$ cat config.mk
export PLATFORM = sky130hd
export DESIGN_NAME = cordic_hyp_seq
export DESIGN_NICKNAME = d
export VERILOG_FILES = /design/src/rtl/cordic_hyp_seq.sv
export SDC_FILE = /design/constraint.sdc
export NUM_CORES = 1
export LEC_CHECK = 0
export CAP_MARGIN = 5
export CORE_AREA = 2 2 41 46
export DETAILED_ROUTE_END_ITERATION = 16
export DIE_AREA = 0 0 43 48
export GPL_TIMING_DRIVEN = 1
export MAX_ROUTING_LAYER = met4
export PLACE_DENSITY_LB_ADDON = 0.12
export SYNTH_ARGS = -nofsm -noshare
export SYNTH_HDL_FRONTEND = slang
export SYNTH_SLANG_ARGS = --single-unit
export TNS_END_PERCENT = 30
$ cat constraint.sdc
create_clock -name clk -period 1.57 [get_ports clk]
set_input_delay 0.314 -clock clk [delete_from_list [all_inputs] [get_ports clk]]
set_output_delay 0.314 -clock clk [all_outputs]
set_load 0.005 [all_outputs]
$ cat src/rtl/cordic_hyp_seq.sv
// Iteration sequencer for the hyperbolic CORDIC datapath.
// Accepts one operand set per in_valid/in_ready handshake, pulses ld_en,
// then issues one micro-rotation per cycle with the shift index. Indices
// REP1 and REP2 are executed twice. Completion uses out_valid/out_ready.
// The x/y/z registers and adders live in the datapath, not here.
//
// Optional build macro: CORDIC_HYP_SEQ_ABORT_EN adds an abort input that
// cancels any operation and beats a simultaneous accept.
//
// state  | meaning
// -------+-----------------------------------------------------------
// S_IDLE | waiting for an operand set, in_ready=1
// S_ITER | one micro-rotation per cycle, step_en=1
// S_DONE | result final, out_valid=1 until out_ready
module cordic_hyp_seq #(
    parameter int N_ITER = 12,
    parameter int IW     = 4,
    parameter int REP1   = 4,
    parameter int REP2   = 13,
    parameter int SCW    = 5
) (
    input  logic           clk,
    input  logic           reset,
    input  logic           in_valid,
    output logic           in_ready,
    output logic           ld_en,
    output logic           step_en,
    output logic [IW-1:0]  shift,
    output logic [SCW-1:0] step_cnt,
    output logic           busy,
    output logic           out_valid,
    input  logic           out_ready
`ifdef CORDIC_HYP_SEQ_ABORT_EN
    ,
    input  logic           abort
`endif
);

    typedef enum logic [1:0] {S_IDLE, S_ITER, S_DONE} state_t;

    localparam logic [IW-1:0] LAST    = IW'(N_ITER);
    localparam logic [IW-1:0] REP1_I  = IW'(REP1);
    localparam logic [IW-1:0] REP2_I  = IW'(REP2);
    // A repeat index beyond the last index is never reached; masking it
    // also keeps a truncated value from aliasing onto a real index.
    localparam bit            REP1_ON = (REP1 <= N_ITER);
    localparam bit            REP2_ON = (REP2 <= N_ITER);

    state_t         state, state_nxt;
    logic [IW-1:0]  shift_nxt;
    logic [SCW-1:0] cnt_nxt;
    logic           rep_flag, rep_nxt;
    logic           is_rep;
    logic           abort_i;

`ifdef CORDIC_HYP_SEQ_ABORT_EN
    assign abort_i = abort;
`else
    assign abort_i = 1'b0;
`endif

    assign is_rep = (REP1_ON && (shift == REP1_I)) || (REP2_ON && (shift == REP2_I));
    assign busy   = (state != S_IDLE);

    // Next-state, index selection and handshake outputs.
    always_comb begin
        state_nxt = state;
        shift_nxt = shift;
        cnt_nxt   = step_cnt;
        rep_nxt   = rep_flag;
        in_ready  = 1'b0;
        ld_en     = 1'b0;
        step_en   = 1'b0;
        out_valid = 1'b0;

        case (state)
            S_IDLE: begin
                in_ready = 1'b1;
            end
            S_ITER: begin
                step_en = 1'b1;
                cnt_nxt = step_cnt + SCW'(1);
                if (is_rep && !rep_flag) begin
                    rep_nxt = 1'b1;
                end else if (shift == LAST) begin
                    rep_nxt   = 1'b0;
                    state_nxt = S_DONE;
                end else begin
                    rep_nxt   = 1'b0;
                    shift_nxt = shift + IW'(1);
                end
            end
            S_DONE: begin
                out_valid = 1'b1;
                in_ready  = out_ready;
                if (out_ready && !in_valid) begin
                    state_nxt = S_IDLE;
                    shift_nxt = '0;
                end
            end
            default: begin
                state_nxt = S_IDLE;
                shift_nxt = '0;
                cnt_nxt   = '0;
                rep_nxt   = 1'b0;
            end
        endcase

        ld_en = in_valid && in_ready;
        if (ld_en) begin
            state_nxt = S_ITER;
            shift_nxt = IW'(1);
            cnt_nxt   = '0;
            rep_nxt   = 1'b0;
        end

        if (abort_i) begin
            in_ready  = 1'b0;
            ld_en     = 1'b0;
            step_en   = 1'b0;
            out_valid = 1'b0;
            state_nxt = S_IDLE;
            shift_nxt = '0;
            cnt_nxt   = '0;
            rep_nxt   = 1'b0;
        end
    end

    // State, index, step counter and repeat flag registers.
    always_ff @(posedge clk or negedge reset) begin
        if (!reset) begin
            state    <= S_IDLE;
            shift    <= '0;
            step_cnt <= '0;
            rep_flag <= 1'b0;
        end else begin
            state    <= state_nxt;
            shift    <= shift_nxt;
            step_cnt <= cnt_nxt;
            rep_flag <= rep_nxt;
        end
    end

endmodule
* Word-level counts from Yosys, hierarchy flattened
Cells that the tools add are included.
** Cells by class
- Add/sub/neg operators :: 2
- Equality and inequality tests :: 10
- Muxes and demuxes :: 18
- Reductions and logical operators :: 10
** Operator list (count)
- two-way mux 4 bit :: 4
- inequality test 3 bit (second input constant) :: 4
- case mux 4 bit (3 select lines) :: 1
- case mux 5 bit (2 select lines) :: 1
- two-way mux 2 bit :: 4
- AND reduction 4 bit :: 2
- case mux 2 bit (3 select lines) :: 1
- adder 5 x 1 -> 5 bit (second input constant) :: 1
- two-way mux 5 bit :: 1
- adder 4 x 1 -> 4 bit (second input constant) :: 1
- == test 4 x 3 -> 1 bit (second input constant) :: 1
- == test 4 bit (second input constant) :: 1
- two-way mux 1 bit :: 4
- case mux 1 bit (2 select lines) :: 2
- logical AND 1 bit :: 3
- == test 2 x 1 -> 1 bit (second input constant) :: 1
- == test 2 bit (second input constant) :: 1
- zero test 1 bit :: 2
- zero test 2 bit :: 1
- inequality test 2 x 1 -> 1 bit (second input constant) :: 1
- inequality test 2 bit (second input constant) :: 1
- nonzero test 2 bit :: 1
- OR reduction 2 bit :: 1
** Word-level totals
- Flip-flop bits (word level) :: 12
- Output and inout port bits :: 14
- Logic and storage cells :: 44

* Depth between registers and ports, before layout
- Depth in word-level cells :: 5
- Gate-level depth with buffers :: 6
- Mapped depth without buffers :: 6

* Least setup slack after synthesis
OpenSTA, ideal clock, no wires.
- Kind :: register to register
- Start point :: register shift[0]
- End point :: register shift[3]
- Library setup time :: 0.116 ns
- Arrival time :: 1.216 ns
- Data required time :: 1.454 ns
- Slack :: 0.238 ns
- Cell stages (with the launch flop) :: 6
- Path buffers :: 0
- Clock period less this slack :: 1.332 ns
- Cell sequence :: dfrtp_1 inv_1 ha_1 nand2_1 o2111ai_1 o311ai_0
** Between the ends
- Cells in the longest elaborated chain, start to end :: 5
- Elaborated cells between the ends (all ways) :: 11
- Classes of those cells :: 1 x add/sub; 4 x eq/ne; 4 x mux; 2 x reduce/logical
** RTL lines
- from (decl) :: RTL line 28 : output logic [IW-1:0] shift,
- from (signal assigned) :: RTL line 138 : shift <= shift_nxt;
- adder 4 x 1 -> 4 bit :: RTL line 90 : shift_nxt = shift + IW'(1);
- two-way mux 4 bit :: RTL line 85 : end else if (shift == LAST) begin
- two-way mux 4 bit :: RTL line 83 : if (is_rep && !rep_flag) begin
- case mux 4 bit (3 select lines) :: RTL line 76 : case (state)
- two-way mux 4 bit :: RTL line 110 : if (ld_en) begin
Parallel ways exist; a longest one is shown, timed or not. The select of a mux whose other input is x is not followed.
A chain may end at the register's enable or synchronous reset.

* Worst setup path after layout
- Start point :: register state[1]
- End point :: output ld_en
** Between the ends
- Cells in the longest elaborated chain, start to end :: 3
- Elaborated cells between the ends (all ways) :: 4
- Classes of those cells :: 1 x eq/ne; 1 x mux; 2 x reduce/logical
** RTL lines
- from (decl) :: RTL line 49 : state_t state, state_nxt;
- from (signal assigned) :: RTL line 137 : state <= state_nxt;
- == test 2 bit or zero test 2 bit (tied branches) :: RTL line 76
- case mux 1 bit (2 select lines) (*) :: RTL line 76
- logical AND 1 bit (*) :: RTL line 109 : ld_en = in_valid && in_ready;
- to (decl) :: RTL line 26 : output logic ld_en,
Every way passes the cells marked *; elsewhere a longest branch is shown, timed or not.

==> metrics.txt <==
status finished clean; Worst Tran Pin Value about 0.26 ns; Arrival @ worst endpoint roughly 1.2 ns; Max VDD drop approximately 0.96 mV; Ys Warns 0; leakage between 0.4 and 0.5 nW; area grow syn2layout 45.3%; total CTS buffers 3; FF-to-FF End shift[0]; P_sw 679 uW; post-synthesis sequential area ratio between 40% and 50%; # setup viols final 0; critical path data required time roughly 1.3 ns; critical path startpoint category register; routability-driven placement congestion ratio 0.798; clock sinks 12; post-route cell area slightly above 1000 sq um; Rows 15; maximum clock rate around 0.65 GHz; CP endpoint kind output pin; DR pass1 iterations 4; Clk pin slew, worst setup/hold paths roughly 0.08 ns; Via-to-Cell Ratio around 5.5; Post-synth top flop dfrtp_1; combinational group share of total power approximately 53%; first-pass GRT wire length 2480 microns; CP Max Fanout 2; nets 111; Reg-to-Reg Start state[1]; Slew HR approximately 80%; Hold Crit Class input pin to asynchronous set/reset pin; # DRC 0; Area after DPL between 900 and 1000 sq um; vias in the first global route just under 600; GRT Overall Usage roughly 17%; top-area cell type share of the netlist area a little over two fifths; GRT overflow 0; clk_skew between 0.002 and 0.0025 ns; wire length per cell approximately 13 microns; dpl cells ~110; min cycle time layout about 1.5 ns; ANT nets after route 0; die area a little over 2000 sq um; TNS Setup 0 ns; largest net degree at the start of global routing 13; Syn Inst Count 71; core area ~1600 sq um; I/O Buffers 17; TritonCTS clock tree built; largest area contributor in the netlist dfrtp_1; Distinct cells, synth 30; Diodes inserted 0; worst slack, placed -0.389 ns; share of post-route cells with drive strength above 1 between 30% and 40%; sw frac roughly 37%; Finished Layout Cells 120; initial antenna violation count 0; number of max-cap violations 0; Filler cells about 130; Synth Net Count 78; Initial Util 44.1%; final worst path period share a little over nine tenths; internal power about 1.1 mW; clock root buffer master clkbuf_4; Skew-Pair Late Insertion Delay between 0.2 and 0.3 ns; Post-Syn Area 696 sq um; vias between 600 and 700; Hold WS about 0.33 ns; Reg2Reg Depth 7; Reg area a little over 300 sq um; H-tree depth 1; clock buffer depth 2; Mean Syn Cell Area 9.80 sq um; final WL approximately 1600 microns; max-slew violations 0; initial drt markers 15; area of the multi-input gates approximately 370 sq um; Die W 43 microns; setup slack after layout 0.0219 ns; Yosys reg bits 12; Power Density around 1800 nW/um^2; Async S/R FF share, synth between 90% and 100%; Clock power frac a little over an eighth; final hold vios 0; Die Height ~48 microns; I/O Pins 18; part of the power in registers between 30 and 40%; reg2reg setup slack roughly 0.070 ns; EDFF count, synth 0; Post-DP HPWL between 1000 and 1500 microns; worst setup path class register to output pin; RSZ-0062 raised after global routing true; leading post-synthesis cells by cell area dfrtp_1 (43%), ha_1 (5.4%), o21ai_0 (5.0%), nand2_1 (4.3%), buf_6 (3.2%)
-- final cells by class --
type	instances	share of cell area [%]
multi-input cells	53	36.4
clock buffers	4	3.59
flip-flops and latches	12	30.1
repair buffers	30	26.4
inverters	4	1.49
well taps	17	2.10
-- stage by stage --
step	total power [mW]	utilization [%]
after global placement	1.57	59.6
after global routing	1.98	64.1
final	1.81	64.1
after floorplan	1.10	-
after CTS	1.82	62.1
after detailed placement	1.58	59.6
-- kinds of logic (layout without fill, tap and decap cells) --
logic type | Yosys count | after routing | share of synthesized area [%]
AOI/OAI and AO/OA | 20 | 20 | 19.8
xor gates and xnor gates | 2 | 2 | 2.52
adders and majority gates | 3 | 3 | 5.40
buffers and inverters | 6 | 38 | 5.39
DFF | 12 | 12 | 43.2
muxes | 1 | 1 | 1.44
and+or+nand+nor | 27 | 27 | 22.3
-- routing by layer --
metal,track usage [%],wire [microns],up-vias
met1,20.5,681,312
met4,7.27,22,0
met5,-,0,-
li1,-,-,316
met2,29.1,810,24
met3,3.40,94,6
-- state kept, by name (all words and copies together), names as in the netlist --
signal / count
state: 2
rep_flag: 1
step_cnt: 5
shift: 4
-- placed cells by master, fill, tap and decap left out, drive strengths merged --
| cell | n |
|---|---|
| a211oi | 1 |
| a21o | 1 |
| a21oi | 4 |
| a22o | 1 |
| and2 | 1 |
| and2b | 1 |
| buf | 15 |
| clkbuf | 6 |
| clkdlybuf4s15 | 1 |
| clkdlybuf4s50 | 6 |
| dfrtp | 12 |
| dlygate4sd2 | 2 |
| dlymetal6s2s | 4 |
| ha | 3 |
| inv | 4 |
| mux2i | 1 |
| nand2 | 8 |
| nand2b | 2 |
| nand3 | 4 |
| nand4 | 1 |
| nor2 | 4 |
| nor2b | 3 |
| nor3 | 2 |
| o2111ai | 1 |
| o21a | 1 |
| o21ai | 7 |
| o221a | 1 |
| o2bb2ai | 1 |
| o311ai | 1 |
| o41ai | 1 |
| or2 | 1 |
| xor2 | 2 |
-- synthesized netlist by cell type (2+ instances only) --
master	n
buf_6	2
nor2b_1	3
a21oi_1	4
o21ai_0	7
dfrtp_1	12
xor2_1	2
nand2_1	8
nor2_1	3
inv_1	4
ha_1	3
nand3_1	4
-- power by group through the flow --
stage          Combinational, mW  Sequential, mW  Clock [mW]
2_1_floorplan              0.490           0.609           0
3_3_place_gp               0.961           0.606           0
3_5_place_dp               0.972           0.608           0
4_1_cts                    0.946           0.613       0.256
5_1_grt                     1.07           0.638       0.271
6_report                   0.956           0.610       0.248
-- critical path: stages, from the launching register on --
cell and delay, ns:
dfrtp_1 0.41, nor2b_4 0.14, nor2_1 0.14, and2_4 0.17
clkbuf_2 0.10
-- repair_timing --
| action | in CTS | in global routing |
|---|---|---|
| hold buffers | 0 | 0 |
| setup buffers | 1 | 2 |
| setup endpoints to repair | 8 | 9 |
| hold endpoints to repair | 0 | 0 |
| pin swaps | 0 | 2 |
| gates resized for setup | 18 | 14 |
-- how the worst max path moves through the flow --
stage | startpoint | to | slack [ns] | cells after the start
CTS | state[1] | ld_en | -0.07 | 4
detailed placement | out_ready | ld_en | -0.39 | 5
floorplan | shift[0] | shift[3] | 0.24 | 5
finish | state[1] | ld_en | 0.02 | 4
global route | state[1] | ld_en | -0.03 | 4
global placement | out_ready | ld_en | -0.33 | 5
Power figures use the tool's default switching activity.
